[src/rtl/imem_boot_loader.sv]
// Boot sequencer: streams a host program into instruction memory while holding the CPU in reset.
// Optional XOR checksum of loaded words is enabled by defining LOADER_CHECKSUM_EN.
module imem_boot_loader #(
  parameter int          MAX_WORDS = 16,
  parameter logic [31:0] BASE_ADDR = 32'd0,
  parameter int          RUN_HOLD  = 2
) (
  input  logic                           clk,
  input  logic                           rst,
  input  logic                           start,
  input  logic                           host_valid,
  input  logic [31:0]                    host_data,
  input  logic                           host_last,
  output logic                           host_ready,
  output logic                           cpu_rst,
  output logic                           initialize,
  output logic [31:0]                    instruction_initialize_data,
  output logic [31:0]                    instruction_initialize_address,
  output logic                           busy,
  output logic                           done,
  output logic [$clog2(MAX_WORDS+1)-1:0] word_count,
  output logic                           truncated,
  output logic [31:0]                    checksum
);

  localparam int CW = $clog2(MAX_WORDS + 1);

  localparam logic [1:0] S_IDLE = 2'd0;
  localparam logic [1:0] S_LOAD = 2'd1;
  localparam logic [1:0] S_HOLD = 2'd2;
  localparam logic [1:0] S_RUN  = 2'd3;

  localparam logic [CW-1:0] MAX_CNT   = CW'(MAX_WORDS);
  localparam logic [7:0]    HOLD_INIT = 8'(RUN_HOLD);

  logic [1:0]    r_state;
  logic [CW-1:0] r_count;
  logic [7:0]    r_hold;
  logic          r_cpu_rst;
  logic          r_init;
  logic [31:0]   r_data;
  logic [31:0]   r_addr;
  logic          r_busy;
  logic          r_done;
  logic          r_trunc;

  logic          w_accept;
  logic          w_restart;
  logic          w_full_next;

  assign host_ready  = (r_state == S_LOAD) && (r_count < MAX_CNT);
  assign w_accept    = host_valid && host_ready;
  assign w_restart   = start && ((r_state == S_IDLE) || (r_state == S_RUN));
  assign w_full_next = (r_count + 1'b1) == MAX_CNT;

  always_ff @(posedge clk or posedge rst) begin
    if (rst) begin
      r_state   <= S_IDLE;
      r_count   <= '0;
      r_hold    <= '0;
      r_cpu_rst <= 1'b1;
      r_init    <= 1'b0;
      r_data    <= '0;
      r_addr    <= BASE_ADDR;
      r_busy    <= 1'b0;
      r_done    <= 1'b0;
      r_trunc   <= 1'b0;
    end else begin
      r_init <= 1'b0;
      case (r_state)
        S_IDLE, S_RUN: begin
          if (w_restart) begin
            r_state   <= S_LOAD;
            r_cpu_rst <= 1'b1;
            r_busy    <= 1'b1;
            r_done    <= 1'b0;
            r_count   <= '0;
            r_trunc   <= 1'b0;
          end
        end
        S_LOAD: begin
          if (w_accept) begin
            r_init  <= 1'b1;
            r_data  <= host_data;
            r_addr  <= BASE_ADDR + (32'(r_count) << 2);
            r_count <= r_count + 1'b1;
            // host_last wins over a simultaneous fill, so truncation is only flagged without it
            if (host_last || w_full_next) begin
              r_state <= S_HOLD;
              r_hold  <= HOLD_INIT;
              r_trunc <= !host_last;
            end
          end
        end
        S_HOLD: begin
          // Leaving on count 1 makes RUN start exactly RUN_HOLD cycles after the final write
          if (r_hold <= 8'd1) begin
            r_state   <= S_RUN;
            r_cpu_rst <= 1'b0;
            r_busy    <= 1'b0;
            r_done    <= 1'b1;
          end else begin
            r_hold <= r_hold - 1'b1;
          end
        end
        default: r_state <= S_IDLE;
      endcase
    end
  end

`ifdef LOADER_CHECKSUM_EN
  logic [31:0] r_checksum;

  always_ff @(posedge clk or posedge rst) begin
    if (rst) begin
      r_checksum <= '0;
    end else if (w_restart) begin
      r_checksum <= '0;
    end else if (w_accept) begin
      r_checksum <= r_checksum ^ host_data;
    end
  end

  assign checksum = r_checksum;
`else
  assign checksum = 32'd0;
`endif

  assign cpu_rst                        = r_cpu_rst;
  assign initialize                     = r_init;
  assign instruction_initialize_data    = r_data;
  assign instruction_initialize_address = r_addr;
  assign busy                           = r_busy;
  assign done                           = r_done;
  assign word_count                     = r_count;
  assign truncated                      = r_trunc;

endmodule
[config.mk]
export PLATFORM = sky130hd
export DESIGN_NAME = imem_boot_loader
export DESIGN_NICKNAME = d
export VERILOG_FILES = /design/src/rtl/imem_boot_loader.sv
export SDC_FILE = /design/constraint.sdc
export NUM_CORES = 1
export LEC_CHECK = 0
export CORE_AREA = 5 5 88 90
export CTS_BUF_LIST = sky130_fd_sc_hd__clkbuf_4 sky130_fd_sc_hd__clkbuf_8
export DETAILED_ROUTE_END_ITERATION = 10
export DIE_AREA = 0 0 93 95
export PLACE_DENSITY = 0.86
export SYNTH_ARGS = -nofsm -noshare
export SYNTH_HDL_FRONTEND = slang
export SYNTH_SLANG_ARGS = --single-unit
[constraint.sdc]
create_clock -name clk -period 4.1 [get_ports clk]
set_clock_uncertainty 0.05 [all_clocks]
set_input_delay 1.025 -clock clk [delete_from_list [all_inputs] [get_ports clk]]
set_output_delay 1.025 -clock clk [all_outputs]
set_load 0.005 [all_outputs]
==> flow_metrics.py <==
metrics = {
    "run_status": {
        "status": "completed",
    },
    "power": {
        "vdd_drop_max_mv": 0.374,
        "swShare_pct": 35.8,
        "power_mw": 2.50,
        "power.share.combinational_pct": 42.9,
        "p_int_mw": 1.61,
        "p_seq_share_pct": 36.4,
        "p_leak_nw": 1.92,
        "p_sw_mw": 0.896,
        "p_per_area_nw_per_um2": 639,
        "clkPwrFrac_pct": 20.7,
    },
    "logic_synthesis": {
        "syn_area_um2": 3030,
        "synthCells": 349,
        "synth.area.top_cells": "dfrtp_1 46%, nand2_1 15%, buf_4 15%",
        "synth_top_area_share_pct": 46.2,
        "yosysWarnings": 0,
        "synth_area_per_cell_um2": 8.68,
        "synth_top_area_cell": "dfrtp_1",
        "ys_seq_area_share_pct": 47.1,
        "synthDistinctLibCells": 37,
        "ys_seq_elements": 57,
    },
    "timing": {
        "drv_slew": 0,
        "rsz0062_at_grt": "false",
        "fmax_mhz": 327,
        "tns_ns": 0,
        "hold_viol_final": 0,
        "maxSlewHeadroom_pct": 54.0,
        "setup_viol": 0,
        "tightest_slew_ns": 0.683,
        "period_share_pct": 74.5,
        "min_period_ns": 3.06,
    },
    "placement": {
        "dpl.hpwl_um": 5030,
        "place.port_buffers": 84,
        "finalWeightedCongestion": 0.792,
        "dpl.cell_count": 505,
    },
    "finish": {
        "area_growth_pct": 29.2,
        "finalNetCount": 476,
        "drive_gt1_share_pct": 5.92,
        "layout.cells.non_filler": 521,
        "n_fill_cell": 599,
        "antennaDiodeCount": 0,
    },
    "floorplan": {
        "core.rowCount": 31,
        "dieArea_um2": 8840,
        "die_w_um": 93,
        "coreArea_um2": 6980,
        "io_pins": 144,
        "die_height_um": 95,
        "start_util_pct": 43.4,
    },
    "global_routing": {
        "grt_pass1_wl_um": 11100,
        "grt_max_degree": 40,
        "grt_pass1_vias": 2440,
        "antenna_found_initial": 0,
        "grtUsageTotal_pct": 16.0,
        "grt-ovfl-total": 0,
    },
    "critical_path": {
        "crit_required_ns": 3.02,
        "rrSetupSlack_ns": 1.82,
        "critical_path_class": "reg2out",
        "cp-endpoint": "host_ready",
        "r2r_end": "r_hold[4]$_DFFE_PP0P_",
        "end_kind": "output port",
        "rr_startpoint": "r_state[1]$_DFFE_PP0P_",
        "reg2reg_depth": 8,
        "crit_fanout": 8,
        "cp-startpoint": "r_state[1]$_DFFE_PP0P_",
        "startpoint_type": "flop",
        "arrival_ns": 1.98,
    },
    "clock_tree": {
        "insertion_delay_ns": 0.33,
        "htreeDepth": 3,
        "clockBufferDepth": 2,
        "cts_buffers": 9,
        "cts.sinks": 57,
        "ctsHoldBuffers": 0,
        "post-cts-setup-buffers": 0,
        "clkTransAtPathRegs_ns": 0.06,
        "cts-root-buf": "clkbuf_8",
        "cts_resized": 0,
        "cts_tree": "built",
    },
    "drt": {
        "ant_nets": 0,
        "drt_iter0_markers": 95,
        "dr.pass1.iters": 4,
        "vias_per_cell": 4.64,
        "vias": 2416,
        "wirelength_um": 6770,
        "routedWlPerCell_um": 13.0,
        "drcViolationCount": 0,
    },
    "job": {
        "drv_cap": 0,
    },
    "min_path": {
        "hold_class": "reg2reg",
    },
}
[critical path, cell delays in order, from the launching register on]
cell and delay, ns:
dfrtp_1 0.39, inv_1 0.06, ha_1 0.34, inv_1 0.22
nor2_1 0.13, clkdlybuf4s50_1 0.51
[layout by cell type, fill, tap and decap left out, types with 2 or more instances in the layout]
master	synthesis	layout
a21boi_0	3	3
conb_1	1	59
or4_1	5	5
o21ai_0	6	6
a21oi_1	12	12
clkbuf_8	0	10
mux2i_1	2	2
nor3_1	3	3
clkinv_2	0	2
and2_1	2	2
o2111ai_1	2	2
inv_1	9	8
nor4_1	5	5
o31ai_1	5	5
buf_4	60	3
a21boi_1	2	2
nand3_1	8	8
dfrtp_1	56	56
ha_1	5	5
clkinvlp_4	0	2
nand2_1	124	124
nor2_1	9	9
clkdlybuf4s50_1	0	84
nand2b_1	5	5
[state kept, by name, summed over array words and instances, names as in the netlist]
signal                          flops
cpu_rst                             1
truncated                           1
instruction_initialize_address      5
r_state                             2
done                                1
initialize                          1
word_count                          5
r_hold                              8
instruction_initialize_data        32
busy                                1
[routing by layer]
metal | GRT usage, % | routed length [um]
met2 | 27.7 | 3460
met4 | 9.04 | 135
met5 | 0 | 0
met1 | 18.0 | 2750
met3 | 3.82 | 422
[logic make-up after synthesis]
family | after synthesis | synth area share (%)
simple gates | 165 | 23.4
buf+inv | 80 | 17.6
flops | 57 | 47.1
compound gates | 38 | 8.59
fa+ha+maj | 5 | 2.06
mux | 3 | 1.16
other cells | 1 | 0.124
[synth_stat cells (all sizes together)]
library cell and number:
nand4 1, conb 1, nand3 8, o2111ai 2
or4 5, nor2 9, a2bb2oi 1, clkbuf 7
o21a 2, o31ai 5, mux2 1, a41oi 1
dfstp 1, o211ai 1, a21boi 5, ha 5
mux2i 2, and2 3, nand2 124, a32o 1
o2bb2ai 1, buf 64, o21ai 6, nand2b 5
nor2b 1, nor3 3, o221a 1, a21oi 12
nor4 5, inv 9, nand3b 1, dfrtp 56
[area by class of cell]
cell class                      instances  area (um2)  share of cell area [%]
Clock inverter                          5        55.1                    1.41
Tap cell                               82         103                    2.62
Sequential cell                        57        1430                    36.5
Clock buffer                           11         145                    3.71
Multi-Input combinational cell        270        1290                    32.9
Inverter                                9        33.8                   0.863
Timing Repair Buffer                   87         863                    22.1
[worst min path at each step]
stage / slack [ns] / end / cells after the start / startpoint
floorplan: 0.42 / cpu_rst$_DFFE_PP1P_ / 2 / cpu_rst$_DFFE_PP1P_
global placement: 0.41 / instruction_initialize_data[17]$_DFFE_PP0P_ / 2 / instruction_initialize_data[17]$_DFFE_PP0P_
detailed placement: 0.41 / instruction_initialize_data[17]$_DFFE_PP0P_ / 2 / instruction_initialize_data[17]$_DFFE_PP0P_
CTS: 0.43 / instruction_initialize_data[17]$_DFFE_PP0P_ / 2 / instruction_initialize_data[17]$_DFFE_PP0P_
global route: 0.45 / instruction_initialize_data[23]$_DFFE_PP0P_ / 2 / instruction_initialize_data[23]$_DFFE_PP0P_
finish: 0.42 / instruction_initialize_data[29]$_DFFE_PP0P_ / 2 / instruction_initialize_data[29]$_DFFE_PP0P_
[stage by stage]
step | setup WS, ns | hold slack, ns | utilization [%] | instance area (um2)
after floorplan | 1.63 | 0.417 | - | 3250
after global placement | 1.15 | 0.407 | 53.2 | 3710
after detailed placement | 1.09 | 0.411 | 53.2 | 3710
after CTS | 1.03 | 0.427 | 56.1 | 3920
after global routing | 0.886 | 0.445 | 56.1 | 3920
final | 1.04 | 0.423 | 56.1 | 3920
[power by group through the flow]
stage | logic, mW | clock network (mW) | registers (mW)
after floorplan | 0.589 | 0 | 0.919
after global placement | 1.04 | 0 | 0.908
after detailed placement | 1.09 | 0 | 0.922
after CTS | 1.09 | 0.538 | 0.913
after global routing | 1.22 | 0.559 | 0.943
final | 1.07 | 0.519 | 0.912
Power figures use the tool's default switching activity.
